[src/rtl/led_seq_pkg.sv]
// Shared definitions for the LED sequencer: mode encoding, channel FSM states and
// sizing helpers used by led_seq_ctrl and led_seq_chan.
package led_seq_pkg;

    localparam logic [1:0] MODE_OFF   = 2'd0;
    localparam logic [1:0] MODE_ON    = 2'd1;
    localparam logic [1:0] MODE_BLINK = 2'd2;
    localparam logic [1:0] MODE_BURST = 2'd3;

    typedef enum logic [1:0] {
        StIdleOff,
        StSolidOn,
        StPhOn,
        StPhOff
    } chan_state_e;

    function automatic int unsigned calc_div(input int unsigned clk_hz,
                                             input int unsigned tick_hz);
        return clk_hz / tick_hz;
    endfunction

    function automatic int unsigned ch_width(input int unsigned num_ch);
        return (num_ch > 1) ? $clog2(num_ch) : 1;
    endfunction

endpackage

[src/rtl/led_seq_chan.sv]
// One LED channel: OFF/ON/BLINK/BURST sequencer with phase and burst counters.
// Advances only on the shared tick; a load always takes priority over sequencing.
module led_seq_chan
    import led_seq_pkg::*;
#(
    parameter int unsigned PER_W = 16,
    parameter int unsigned CNT_W = 4
) (
    input  logic             clk_in,
    input  logic             rst_n,
    input  logic             enable,
    input  logic             tick,
    input  logic             load,
    input  logic [1:0]       mode,
    input  logic [PER_W-1:0] on_len,
    input  logic [PER_W-1:0] off_len,
    input  logic [CNT_W-1:0] burst,
    output logic             led_on,
    output logic             busy,
    output logic             done_pulse
);

    chan_state_e      state_q, state_d;
    logic [PER_W-1:0] cnt_q, cnt_d;
    logic [PER_W-1:0] on_q, on_d;
    logic [PER_W-1:0] off_q, off_d;
    logic [CNT_W-1:0] rem_q, rem_d;
    logic             is_burst_q, is_burst_d;
    logic             led_q, led_d;
    logic             done_q, done_d;

    always_comb begin
        state_d    = state_q;
        cnt_d      = cnt_q;
        on_d       = on_q;
        off_d      = off_q;
        rem_d      = rem_q;
        is_burst_d = is_burst_q;
        done_d     = 1'b0;

        if (load) begin
            cnt_d      = '0;
            on_d       = (on_len == '0) ? PER_W'(1) : on_len;
            off_d      = (off_len == '0) ? PER_W'(1) : off_len;
            rem_d      = (burst == '0) ? CNT_W'(1) : burst;
            is_burst_d = (mode == MODE_BURST);
            case (mode)
                MODE_OFF: state_d = StIdleOff;
                MODE_ON:  state_d = StSolidOn;
                default:  state_d = StPhOn;
            endcase
        end else if (tick) begin
            unique case (state_q)
                StPhOn: begin
                    if (cnt_q == on_q - 1'b1) begin
                        state_d = StPhOff;
                        cnt_d   = '0;
                    end else begin
                        cnt_d = cnt_q + 1'b1;
                    end
                end
                StPhOff: begin
                    if (cnt_q == off_q - 1'b1) begin
                        cnt_d   = '0;
                        state_d = StPhOn;
                        if (is_burst_q) begin
                            // Last OFF phase of a burst: retire and flag completion.
                            if (rem_q == CNT_W'(1)) begin
                                state_d = StIdleOff;
                                done_d  = 1'b1;
                            end
                            rem_d = rem_q - 1'b1;
                        end
                    end else begin
                        cnt_d = cnt_q + 1'b1;
                    end
                end
                default: ;
            endcase
        end

        led_d = enable && ((state_d == StSolidOn) || (state_d == StPhOn));
    end

    always_ff @(posedge clk_in or negedge rst_n) begin
        if (!rst_n) begin
            state_q    <= StIdleOff;
            cnt_q      <= '0;
            on_q       <= PER_W'(1);
            off_q      <= PER_W'(1);
            rem_q      <= CNT_W'(1);
            is_burst_q <= 1'b0;
            led_q      <= 1'b0;
            done_q     <= 1'b0;
        end else begin
            state_q    <= state_d;
            cnt_q      <= cnt_d;
            on_q       <= on_d;
            off_q      <= off_d;
            rem_q      <= rem_d;
            is_burst_q <= is_burst_d;
            led_q      <= led_d;
            done_q     <= done_d;
        end
    end

    assign led_on     = led_q;
    assign busy       = (state_q == StPhOn) || (state_q == StPhOff);
    assign done_pulse = done_q;

endmodule

[src/rtl/led_seq_ctrl.sv]
// Multi-channel LED sequencer top: tick prescaler, enable path, config handshake and decode.
// Define LED_SEQ_SWSYNC_EN to pass switch_on through a 2-flop synchronizer.
module led_seq_ctrl
    import led_seq_pkg::*;
#(
    parameter int unsigned NUM_CH  = 4,
    parameter int unsigned CLK_HZ  = 50_000_000,
    parameter int unsigned TICK_HZ = 1000,
    parameter int unsigned PER_W   = 16,
    parameter int unsigned CNT_W   = 4
) (
    input  logic                          clk_in,
    input  logic                          rst_n,
    input  logic                          switch_on,
    input  logic                          cfg_valid,
    output logic                          cfg_ready,
    input  logic [ch_width(NUM_CH)-1:0]   cfg_ch,
    input  logic [1:0]                    cfg_mode,
    input  logic [PER_W-1:0]              cfg_on,
    input  logic [PER_W-1:0]              cfg_off,
    input  logic [CNT_W-1:0]              cfg_burst,
    output logic                          cfg_err,
    output logic [NUM_CH-1:0]             led_on,
    output logic [NUM_CH-1:0]             busy,
    output logic [NUM_CH-1:0]             done_pulse
);

    localparam int unsigned DIV   = calc_div(CLK_HZ, TICK_HZ);
    localparam int unsigned PRE_W = $clog2(DIV);

    logic              enable;
    logic              tick;
    logic [PRE_W-1:0]  pre_q, pre_d;
    logic              commit_q, commit_d;
    logic              cfg_err_q, cfg_err_d;
    logic              accept;
    logic              ch_valid;
    logic [NUM_CH-1:0] load;

`ifdef LED_SEQ_SWSYNC_EN
    logic [1:0] sync_q, sync_d;

    assign sync_d = {sync_q[0], switch_on};
    assign enable = sync_q[1];

    always_ff @(posedge clk_in or negedge rst_n) begin
        if (!rst_n) begin
            sync_q <= 2'b00;
        end else begin
            sync_q <= sync_d;
        end
    end
`else
    assign enable = switch_on;
`endif

    always_comb begin
        // The cycle after an accepted write is a commit cycle with cfg_ready low.
        accept    = cfg_valid && !commit_q;
        ch_valid  = 32'(cfg_ch) < NUM_CH;
        commit_d  = accept;
        cfg_err_d = cfg_err_q || (accept && !ch_valid);

        tick = enable && (pre_q == PRE_W'(DIV - 1));
        if (!enable || tick) begin
            pre_d = '0;
        end else begin
            pre_d = pre_q + 1'b1;
        end

        for (int unsigned i = 0; i < NUM_CH; i++) begin
            load[i] = accept && (32'(cfg_ch) == i);
        end
    end

    always_ff @(posedge clk_in or negedge rst_n) begin
        if (!rst_n) begin
            pre_q     <= '0;
            commit_q  <= 1'b0;
            cfg_err_q <= 1'b0;
        end else begin
            pre_q     <= pre_d;
            commit_q  <= commit_d;
            cfg_err_q <= cfg_err_d;
        end
    end

    assign cfg_ready = !commit_q;
    assign cfg_err   = cfg_err_q;

    for (genvar g = 0; g < NUM_CH; g++) begin : g_chan
        led_seq_chan #(
            .PER_W(PER_W),
            .CNT_W(CNT_W)
        ) u_chan (
            .clk_in    (clk_in),
            .rst_n     (rst_n),
            .enable    (enable),
            .tick      (tick),
            .load      (load[g]),
            .mode      (cfg_mode),
            .on_len    (cfg_on),
            .off_len   (cfg_off),
            .burst     (cfg_burst),
            .led_on    (led_on[g]),
            .busy      (busy[g]),
            .done_pulse(done_pulse[g])
        );
    end

endmodule

[config.mk]
export PLATFORM = sky130hd
export DESIGN_NAME = led_seq_ctrl
export DESIGN_NICKNAME = d
export VERILOG_FILES = /design/src/rtl/led_seq_pkg.sv /design/src/rtl/led_seq_chan.sv /design/src/rtl/led_seq_ctrl.sv
export SDC_FILE = /design/constraint.sdc
export NUM_CORES = 1
export LEC_CHECK = 0
export BUFFER_PORTS_ARGS = -buffer_cell sky130_fd_sc_hd__buf_2
export CAP_MARGIN = 20
export CORE_ASPECT_RATIO = 1.5
export CORE_MARGIN = 5
export CORE_UTILIZATION = 40
export CTS_CLUSTER_SIZE = 30
export DETAILED_ROUTE_END_ITERATION = 7
export PLACE_DENSITY = 0.6
export SLEW_MARGIN = 10
export SYNTH_ARGS = -nofsm -noshare
export SYNTH_HDL_FRONTEND = slang
export SYNTH_SLANG_ARGS = --single-unit
[constraint.sdc]
create_clock -name clk_in -period 7.5 [get_ports clk_in]
set_clock_uncertainty 0.15 [all_clocks]
set_input_delay 0.375 -clock clk_in [delete_from_list [all_inputs] [get_ports clk_in]]
set_output_delay 0.375 -clock clk_in [all_outputs]
set_load 0.05 [all_outputs]
# Word level (Yosys, flattened, before mapping)
# Index checks and enable logic that the tools add are counted.
# op_classes
add_sub_neg,17
n_eq_ne,34
muxes,97
n_reduce_logical,54
# ops
operator,count
$mux 16,19
$eq 16x16->1,8
$pmux 16 s2,4
$sub 16x1->16 const B,8
$mux 4,21
$add 16x1->16 const B,5
$mux 2,24
$logic_not 16->1,2
$reduce_bool 2->1,16
$eq 2x2->1 const B,15
$mux 1,24
$pmux 2 s2,5
$eq 16x16->1 const B,1
$eq 4x1->1 const B,4
$reduce_and 4->1,4
$sub 4x1->4 const B,4
$eq 2x1->1 const B,6
$reduce_bool 3->1,4
$logic_and 1x1->1,10
$logic_or 1x1->1,9
$reduce_and 2->1,4
$logic_not 2->1,2
$logic_not 4->1,1
$logic_not 1->1,2
# word_totals
ff_bits,245
output_inout_bits,14
word_cells,236

# Longest topological paths before layout
# Gate-level depths: netlist of run 1.
# depth
word_depth,10
ltp_mapped,12
ltp_nobuf,10

# Hierarchy
# Synthesis of run 1 repeated with hierarchy kept, for this count alone.
# unflattened
cells_unflattened,1727
hier_area_um2,16243.1
# by_module_without_submodules
module,n_inst,cells_each,area_each_um2,seq_area_each_um2
led_seq_chan at g_chan[0].u_chan ...,2,420,3814.9,1430.1
led_seq_chan at g_chan[2].u_chan,1,398,3865.0,1430.1
led_seq_chan at g_chan[3].u_chan,1,398,3846.2,1430.1
led_seq_ctrl,1,91,902.1,425.4

# Worst setup path before layout of run 1
# Ideal clock, no wire load.
# synth_path
path_type,flip-flop to flip-flop
start,reg g_chan[3].u_chan.off_q[0]
end,reg g_chan[3].u_chan.cnt_q[12]
t_arrival_ns,2.988
path_slack_ns,4.238
stages_incl_launch_ff,13
path_buffers,2
period_less_slack_ns,3.262
cell_sequence,dfstp_2 -> clkbuf_1 -> inv_1 -> ha_1 -> or4b_1 -> a211oi_1 -> o21ai_1 -> a2111oi_2 -> nand3_1 -> o311ai_2 -> buf_6 -> nor3_1 -> a211o_1
# synth_between
elab_chain_len,6
# synth_lines
item,line_no,rtl
"start, declared",led_seq_chan.sv:26,"logic [PER_W-1:0] off_q, off_d;"
"start signal, assigned",led_seq_chan.sv:90,off_q <= PER_W'(1);
"start signal, assigned",led_seq_chan.sv:99,off_q <= off_d;
$sub 16x1->16,led_seq_chan.sv:63,if (cnt_q == off_q - 1'b1) begin
$eq 16x16->1,led_seq_chan.sv:63,
$mux 16,led_seq_chan.sv:63,
$pmux 16 s2,led_seq_chan.sv:53,unique case (state_q)
$mux 16,led_seq_chan.sv:52,end else if (tick) begin
$mux 16,led_seq_chan.sv:41,if (load) begin
"end signal, assigned",led_seq_chan.sv:97,cnt_q <= cnt_d;
"end, declared",led_seq_chan.sv:24,"logic [PER_W-1:0] cnt_q, cnt_d;"
# No other way between the ends. The select of a mux whose other input is x is not followed.
# A chain may end at the register's enable or synchronous reset.

# Final worst setup path of run 1
# layout_path
start,reg g_chan[0].u_chan.on_q[1]
end,reg g_chan[0].u_chan.cnt_q[3]
# layout_between
elab_chain_len,6
# layout_lines
item,line_no,rtl
"start, declared",led_seq_chan.sv:25,"logic [PER_W-1:0] on_q, on_d;"
"start signal, assigned",led_seq_chan.sv:98,on_q <= on_d;
$sub 16x1->16,led_seq_chan.sv:55,if (cnt_q == on_q - 1'b1) begin
$eq 16x16->1,led_seq_chan.sv:55,
$mux 16,led_seq_chan.sv:55,
$pmux 16 s2,led_seq_chan.sv:53,
$mux 16,led_seq_chan.sv:52,
$mux 16,led_seq_chan.sv:41,
"end signal, assigned",led_seq_chan.sv:97,
"end, declared",led_seq_chan.sv:24,
# No other way between the ends. The select of a mux whose other input is x is not followed.

==> results of run 1 <==
-- critical path: cells and delay by family, from the launching register on --
kind / cells / cell delay (ns)
AOI/OAI and AO/OA: 3 / 0.61
xor gates and xnor gates: 1 / 0.14
adders and majority gates: 1 / 0.21
buffers and inverters: 1 / 0.08
DFF: 1 / 0.40
and+or+nand+nor: 4 / 2.30
-- worst paths after layout --
check / from / end / slack [ns] / cells past startpoint
setup / recovery: g_chan[0].u_chan.on_q[1] / g_chan[0].u_chan.cnt_q[3] / 3.47 / 10
hold / removal: cfg_off[12] / g_chan[1].u_chan.off_q[12] / 0.03 / 3
setup reg to reg: g_chan[0].u_chan.on_q[1] / g_chan[0].u_chan.cnt_q[3] / 3.47 / 10
hold reg to reg: pre_q[0] / pre_q[0] / 0.32 / 1
max in group asynchronous: rst_n / pre_q[6] / 5.28 / 3
min in group asynchronous: rst_n / g_chan[0].u_chan.on_q[1] / 0.34 / 2
-- layer usage --
metal / part of all wire, % / global-route usage (%) / routed length, um
met5: 0 / 0 / 0
met4: 5.8 / 11.9 / 3020
met3: 3.4 / 2.02 / 1760
met2: 52 / 42.3 / 27200
met1: 39 / 25.7 / 20100
-- cell type report --
| cell class | instances | area, sq um |
|---|---|---|
| Antenna cell | 1 | 2.50 |
| Clock buffer | 40 | 805 |
| Clock inverter | 8 | 101 |
| Fill cell | 3959 | 22300 |
| Inverter | 54 | 203 |
| Multi-Input combinational cell | 1542 | 9290 |
| Sequential cell | 245 | 6150 |
| Tap cell | 506 | 633 |
| Timing Repair Buffer | 99 | 676 |
-- synth_stat cells (8+ instances only) --
master / instances
or3_1: 39
nand4_1: 21
dfrtp_1: 233
nor3_1: 74
nor4b_1: 15
nand3_1: 77
dfstp_2: 12
nand2b_1: 30
a21oi_1: 27
and3_1: 41
or4_1: 20
mux2_2: 8
or2_2: 13
nand3b_1: 16
buf_4: 16
o31ai_1: 11
nand2_1: 454
nor2_1: 91
a211o_1: 13
a31oi_1: 38
mux2i_1: 18
clkbuf_1: 104
inv_1: 54
a21o_1: 19
nor4_1: 38
o21ai_0: 96
xor2_1: 81
a211oi_1: 25
xnor2_1: 99
nand4b_1: 12
ha_1: 21
nor2b_1: 13
-- sequential cells by signal, summed over array words and instances (netlist names) --
register                  count
pre_q                        16
commit_q                      1
g_chan.u_chan.is_burst_q      4
g_chan.u_chan.led_on          4
g_chan.u_chan.done_pulse      4
g_chan.u_chan.on_q           64
g_chan.u_chan.rem_q          16
g_chan.u_chan.cnt_q          64
g_chan.u_chan.state_q         8
g_chan.u_chan.off_q          64
-- timing repair --
action                                  in CTS  in global routing
endpoints found under the setup margin       0                  0
endpoints found under the hold margin      175                  0
hold buffers                                26                  0
buffers inserted                             0                  0
-- through the flow --
stage,hold WS [ns],worst slack [ns]
floorplan,-0.0706,4.24
global placement,0.310,3.67
detailed placement,0.313,3.56
CTS,0.00741,3.53
global route,0.0169,3.05
finish,0.0291,3.47
-- power by group through the flow --
stage	clock network [mW]	registers, mW	logic (mW)
floorplan	0	1.67	0.865
global route	1.46	1.80	1.20
global placement	0	1.79	1.04
detailed placement	0	1.79	1.06
finish	1.38	1.77	1.07
CTS	1.40	1.77	1.07
-- cell families (layout without fill, tap and decap cells) --
family	count (synthesis)	count (layout)	synth area share, %
simple gates	1002	1002	30.9
compound gates	311	311	13.1
flops	245	245	37.9
buf+inv	191	201	5.02
xor+xnor	180	180	9.71
mux	26	26	1.66
fa+ha+maj	22	22	1.68
other cells	1	2	0.0231
==> impl_metrics.toml, run 1 <==
[min_path]
min_path_type = "primary input to register"

[drt]
drc_errors = 0
wirelength_um = 52100
drtIter0Drc = 1110
wire_per_inst_um = 20.9
dr.pass1.iters = 5
final_antenna_net_count = 0
vias = 14517
via_per_inst = 5.82

[sta]
fin_setup_tns_ns = 0
fmax_mhz = 248
fin_crit_ns = 4.03
rsz0062_at_grt = "false"
drv_slew = 0
hold_violations = 0
tightest_slew_ns = 1.07
slew_headroom_pct = 28.4
period_share_pct = 53.7
setup_viol = 0

[power]
p_int_mw = 2.75
powerDensity_nw_per_um2 = 237
leakagePower_nw = 7.79
seqPwrFrac_pct = 42.0
power.share.clock_pct = 32.6
vdd_drop_max_v = 0.000138
p_switching_mw = 1.48
p_sw_share_pct = 34.9
combPwrFrac_pct = 25.4
power.total_mw = 4.23

[yosys]
synth_edf_count = 0
yosysWarningCount = 0
ys_ff_latch = 245
yosysTopAreaCell = "dfrtp_1"
syn-cell-area_sq_um = 16200
async_reset_ff_share_pct = 100
synthCells = 1978
synth_seq_area_share_pct = 37.9
synth_fp_nets = 2043
avgSynthCellArea_sq_um = 8.21
synth_flop_cell = "dfrtp_1"
synth_cell_types = 92
synth.area.top_cells = "dfrtp_1, nand2_1, xnor2_1, xor2_1, o21ai_0"
yosysTopAreaCellShare_pct = 35.9

[cts]
cts_tree = "built"
cts_buffer_depth = 3
clkTransAtPathRegs_ns = 0.06
clk_latency_ns = 0.56
post_cts_resized = 0
numCtsBuffers = 27
cts.sinks = 245
root_buffer = "clkbuf_16"
ctsHtreeMaxLevel = 1

[worst_setup_path]
crit_top_cell = "o21ai_0"
path_cells = "inv_1 -> ha_1 -> or4b_2 -> nor3_1 -> xor2_1 -> o221a_2 -> o21ai_0 -> nand4b_1 -> nand2_1 -> o21ai_0"
path_class = "register to register"
cpMaxStageDelayCell = "nand4b_1"
endpoint_kind = "register"
startpoint_type = "register"
crit_path_max_incr_delay_ns = 0.80
crit_fanout = 24
arrival_ns = 4.29
critPathRequiredTime_ns = 7.76

[place]
place.gp.congestion = 0.954
port_buffers = 56
dp_cells = 2417
postPlaceCellArea_sq_um = 16700
hpwl_um = 38200

[floorplanning]
num_io_pins = 58
die-area_sq_um = 44800
start_util_pct = 40.4
fp.coreArea_sq_um = 40200
die_y_um = 257
die_w_um = 175
rows = 90

[grt]
grt_pass1_wl_um = 81800
grt_max_degree = 119
antenna_found_initial = 1
grt_pass1_vias = 14615
track_usage_pct = 22.8
gr-total-overflow = 0

[finish]
finish.utilization_pct = 44.4
layout_commonest_cell = "nand2_1"
drive_gt1_share_pct = 9.21
layout.cells.non_filler = 2495
nets = 2034
fin_area_sq_um = 17900
layout_common_cells = "nand2_1, dfrtp_1, xnor2_1"
area_delta_synth_final_pct = 9.99

[outcome]
outcome = "complete, no violations"

[job]
maxCapViolations = 0
Note: power is estimated with default switching activity, not from simulation.
==> run 2: changes to the inputs <==
- clock period: 7.5 -> 4.1 ns (I/O delays scaled with it)
==> run 2 against run 1 <==
  * Sequential power up 84%
  * Design area up 2.0%
  * First-iteration DRC count down 3.2%
  * Power up 89%
  * Die area unchanged
  * Final cell count up 1.1%
  * Sequential share of layout area down 0.66 points
  * Via count up 0.84%
==> impl_metrics.toml, run 2 (same netlist as run 1, synthesis figures left out) <==
[sta]
slew_headroom_pct = 26.9
rsz0062_at_grt = "false"
tightest_slew_ns = 1.09
period_share_pct = 87.1
setup_viol = 0
fmax_mhz = 280
fin_hold_ws_ns = 0.0668
drv_slew = 0
fin_crit_ns = 3.57
hold_violations = 0
fin_setup_tns_ns = 0

[place]
hpwl_um = 38100
place.gp.congestion = 0.924
port_buffers = 56

[cts]
cts_tree = "built"
cts.sinks = 245
clk_latency_ns = 0.57
numCtsBuffers = 27
cts_setup_buffers = 0
root_buffer = "clkbuf_16"
ctsHtreeMaxLevel = 1
clkTransAtPathRegs_ns = 0.07
cts_buffer_depth = 3
post_cts_resized = 0

[power]
combPwrFrac_pct = 24.9
p_int_mw = 5.24
p_switching_mw = 2.73
vdd_drop_max_v = 0.000312
leakagePower_nw = 7.97
power.share.clock_pct = 34.4
powerDensity_nw_per_um2 = 438
p_sw_share_pct = 34.2
seqPwrFrac_pct = 40.7

[finish]
multi_input_area_sq_um = 9290
nets = 2060
fill_cells = 3964
seqCellArea_sq_um = 6150
top_regs = "g_chan.u_chan.cnt_q x64, g_chan.u_chan.off_q x64, g_chan.u_chan.on_q x64"
layout_commonest_cell = "nand2_1"
layout_common_cells = "nand2_1, dfrtp_1, xnor2_1"
area_delta_synth_final_pct = 12.2
drive_gt1_share_pct = 9.87

[floorplanning]
start_util_pct = 40.4
die-area_sq_um = 44800
num_io_pins = 58
die_w_um = 175
rows = 90
die_y_um = 257
fp.coreArea_sq_um = 40200

[drt]
final_antenna_net_count = 0
drtIter0Drc = 1074
via_per_inst = 5.80
wirelength_um = 51300
dr.pass1.iters = 5
drc_errors = 0
wire_per_inst_um = 20.4
vias = 14639

[worst_setup_path]
r2r_start = "g_chan[0].u_chan.off_q[1]"
arrival_ns = 3.91
critPathRequiredTime_ns = 4.44
path_class = "register to register"
path_cells = "inv_1 -> ha_1 -> nor4b_1 -> nand3_1 -> a2111oi_0 -> nor3_1 -> nor4_1 -> o2111ai_1 -> or3_1 -> a31oi_1"
cpMaxStageDelayCell = "nor4b_1"
cp-startpoint = "g_chan[0].u_chan.off_q[1]"
crit_path_max_incr_delay_ns = 0.56
endpoint_kind = "register"
startpoint_type = "register"
crit_fanout = 8

[grt]
grt_pass1_vias = 14382
antenna_found_initial = 1
grt_pass1_wl_um = 80600
gr-total-overflow = 0
grt_max_degree = 103
track_usage_pct = 22.5

[job]
maxCapViolations = 0

[outcome]
outcome = "complete, no violations"

[min_path]
min_path_type = "primary input to asynchronous set/reset pin"
==> run 2: cell types whose count changed in the layout (fill, tap and decap cells not counted), moves of 2 or more <==
| cell | previous run | this run |
|---|---|---|
| clkinv_2 | 2 | 5 |
| bufinv_16 | 2 | 6 |
| clkbuf_1 | 5 | 2 |
| clkinv_4 | 0 | 3 |
| dlygate4sd3_1 | 26 | 41 |
| buf_4 | 16 | 26 |
| inv_6 | 1 | 3 |
| clkbuf_8 | 8 | 4 |
| buf_12 | 0 | 2 |
| clkinvlp_4 | 3 | 0 |
==> run 2: routing by layer <==
metal | track usage [%] | share of wire (%) | routed length [um]
met2 | 40.1 | 51 | 26200
met3 | 2.25 | 4.5 | 2330
met1 | 25.8 | 38 | 19300
met4 | 13.4 | 6.9 | 3520
met5 | 0 | 0 | 0
==> run 2: timing repair <==
action,CTS,global route
setup endpoints to repair,0,0
hold endpoints to repair,224,0
hold buffers,41,0
==> run 2: area by class of cell <==
class	count	share of cell area [%]
tap	506	3.48
sequential	245	33.8
timing repair buffer	125	5.14
clock buffer	33	4.05
antenna	1	0.0137
multi-input combinational	1542	51.0
clock inverter	17	1.42
inverter	54	1.11
==> run 2: final timing paths <==
kind,depth (start not counted),end,slack (ns)
min in group clk_in,4,g_chan[1].u_chan.rem_q[0],0.09
hold / removal,2,g_chan[0].u_chan.on_q[1],0.07
hold reg to reg,1,pre_q[0],0.31
max in group asynchronous,3,pre_q[1],2.71
setup reg to reg,10,g_chan[0].u_chan.rem_q[2],0.53
setup / recovery,10,g_chan[0].u_chan.rem_q[2],0.53
==> run 2: power by group through the flow <==
stage	Sequential [mW]	Combinational [mW]	Clock [mW]
6_report	3.25	1.98	2.75
3_3_place_gp	3.26	1.89	0
3_5_place_dp	3.28	1.94	0
5_1_grt	3.30	2.22	2.90
2_1_floorplan	3.06	1.58	0
4_1_cts	3.24	1.98	2.82
==> run 2: worst max-delay path, delay by kind of cell (launching register included) <==
family          cells  cell delay (ns)
simple gates        5             1.57
compound gates      3             0.96
flops               1             0.42
fa+ha+maj           1             0.31
buf+inv             1             0.09
==> run 2: through the flow <==
step	total power, mW	utilization, %	instances	instance area, sq um	worst slack, ns
CTS	8.04	45.3	2522	18200	0.500
global placement	5.15	41.8	2431	16800	0.624
detailed placement	5.22	41.8	2431	16800	0.532
floorplan	4.64	-	1978	16200	0.838
finish	7.98	45.3	2523	18200	0.528
global route	8.42	45.3	2522	18200	0.224
==> run 3: changes to the inputs <==
- clock period: 4.1 -> 3.64 ns (I/O delays scaled with it)
==> run 3 against run 2 <==
  * Die area unchanged
  * Sequential share of layout area decreased by 0.17 points
  * Clock power rose by 4%
  * First-iteration DRC count is 5.2% lower
  * Non-clock buffer count rose by 19
  * Critical path depth shrank 2
  * Sequential power is 12% higher
==> impl_metrics.toml, run 3 (same netlist as run 1, synthesis figures left out) <==
[outcome]
outcome = "complete, no violations"

[drt]
wire_per_inst_um = 20.9
final_antenna_net_count = 0
dr.pass1.iters = 5
vias = 14750
wirelength_um = 53100
drc_errors = 0
via_per_inst = 5.80
drtIter0Drc = 1018

[sta]
tightest_slew_ns = 0.962
worst_slack_ns = 0.141
drv_slew = 0
hold_violations = 0
rsz0062_at_grt = "false"
fin_crit_ns = 3.50
period_share_pct = 96.1
fin_setup_tns_ns = 0
fmax_mhz = 286
setup_viol = 0
slew_headroom_pct = 35.6

[cts]
cts_buffer_depth = 3
clkTransAtPathRegs_ns = 0.06
cts_tree = "built"
clk_latency_ns = 0.57
ctsHtreeMaxLevel = 1
cts_setup_buffers = 0
numCtsBuffers = 27
cts.sinks = 245
root_buffer = "clkbuf_16"

[place]
dp_slack_ns = 0.177
port_buffers = 56
place.gp.congestion = 0.937
dp_cells = 2449
hpwl_um = 38900

[floorplanning]
num_io_pins = 58
start_util_pct = 40.4
fp.coreArea_sq_um = 40200
die_y_um = 257
die_w_um = 175
die-area_sq_um = 44800
rows = 90

[worst_setup_path]
startpoint_type = "register"
crit_fanout = 7
critPathRequiredTime_ns = 3.95
reg2reg_slack_ns = 0.14
crit_top_cell = "or3_1"
r2r_start = "g_chan[2].u_chan.off_q[9]"
crit_path_max_incr_delay_ns = 0.60
rr_worst_depth = 8
critPathTopFamily = "simple AND/OR/NAND/NOR gates"
path_cells = "or4_4 -> or3_1 -> or3_1 -> a211o_1 -> nor4_2 -> and4_1 -> o21ai_0 -> mux2i_1"
path_class = "register to register"
endpoint_kind = "register"
cp_num_buf_inv = 0
arrival_ns = 3.81
cpMaxStageDelayCell = "or4_4"
rr_endpoint = "g_chan[2].u_chan.led_on"

[grt]
gr-total-overflow = 0
antenna_found_initial = 1
grt_pass1_wl_um = 82800
grt_pass1_vias = 14652
grt_max_degree = 82
track_usage_pct = 23.2

[power]
power.share.clock_pct = 32.4
vdd_drop_max_v = 0.000338
combPwrFrac_pct = 26.4
p_sw_share_pct = 35.3
leakagePower_nw = 8.01
seqPwrFrac_pct = 41.2
p_switching_mw = 3.11
p_int_mw = 5.71
power.total_mw = 8.82
powerDensity_nw_per_um2 = 482

[finish]
nets = 2079
area_delta_synth_final_pct = 12.7
layout_common_cells = "nand2_1, dfrtp_1, xnor2_1"
drive_gt1_share_pct = 10.7
top_regs = "g_chan.u_chan.cnt_q x64, g_chan.u_chan.off_q x64, g_chan.u_chan.on_q x64"
layout.cells.non_filler = 2542
layout_commonest_cell = "nand2_1"
fill_cells = 3913

[job]
maxCapViolations = 0

[min_path]
min_path_type = "primary input to asynchronous set/reset pin"
run 3: changes by cell type in the layout (fill, tap and decap cells not counted), sizes merged:
cell,change
clkbuf,+2
inv,-2
clkinvlp,+4
clkinv,-1
buf,+19
bufinv,-3
run 3: layout make-up:
type | count | area [sq um] | area share [%]
multi-input combinational | 1542 | 9320 | 50.9
sequential | 245 | 6150 | 33.6
timing repair buffer | 144 | 1090 | 5.96
clock buffer | 35 | 726 | 3.96
tap | 506 | 633 | 3.46
inverter | 54 | 203 | 1.11
clock inverter | 15 | 183 | 0.998
antenna | 1 | 2.50 | 0.0137
run 3: per-layer routing:
metal	routed length, um	global-route usage, %	up-vias	part of all wire, %
li1	-	-	6984	-
met1	20400	26.3	7187	38
met2	27200	42.2	415	51
met3	2100	2.48	164	4.0
met4	3410	13.2	0	6.4
met5	0	0	-	0
run 3: how the worst max path moves through the flow:
stage | startpoint | to | slack (ns) | cells after the start
after floorplan | g_chan[3].u_chan.off_q[0] | g_chan[3].u_chan.cnt_q[12] | 0.38 | 12
final | g_chan[2].u_chan.off_q[9] | g_chan[2].u_chan.led_on | 0.14 | 8
after global routing | g_chan[2].u_chan.off_q[1] | g_chan[2].u_chan.led_on | 0.01 | 10
after CTS | g_chan[3].u_chan.off_q[1] | g_chan[3].u_chan.cnt_q[11] | 0.16 | 11
after global placement | g_chan[3].u_chan.off_q[1] | g_chan[3].u_chan.cnt_q[11] | 0.19 | 11
after detailed placement | g_chan[2].u_chan.off_q[1] | g_chan[2].u_chan.rem_q[3] | 0.18 | 10
run 3: power groups by stage:
| stage | clock, mW | combinational (mW) | sequential, mW |
|---|---|---|---|
| final | 2.86 | 2.33 | 3.63 |
| after global routing | 3.03 | 2.60 | 3.69 |
| after CTS | 2.93 | 2.32 | 3.62 |
| after detailed placement | 0 | 2.28 | 3.67 |
| after global placement | 0 | 2.22 | 3.65 |
| after floorplan | 0 | 1.78 | 3.44 |
run 3: what timing repair did:
action                                  CTS  global route
hold buffers                             41             0
hold endpoints to repair                230             0
gates resized for setup                   0             4
endpoints found under the setup margin    0            13
run 3: stage by stage:
step | hold slack, ns | area, sq um | utilization [%]
final | 0.0522 | 18300 | 45.5
after global routing | 0.0818 | 18300 | 45.5
after CTS | 0.0310 | 18300 | 45.4
after detailed placement | 0.0835 | 16900 | 42.2
after global placement | 0.0834 | 16900 | 42.2
after floorplan | -0.264 | 16200 | -
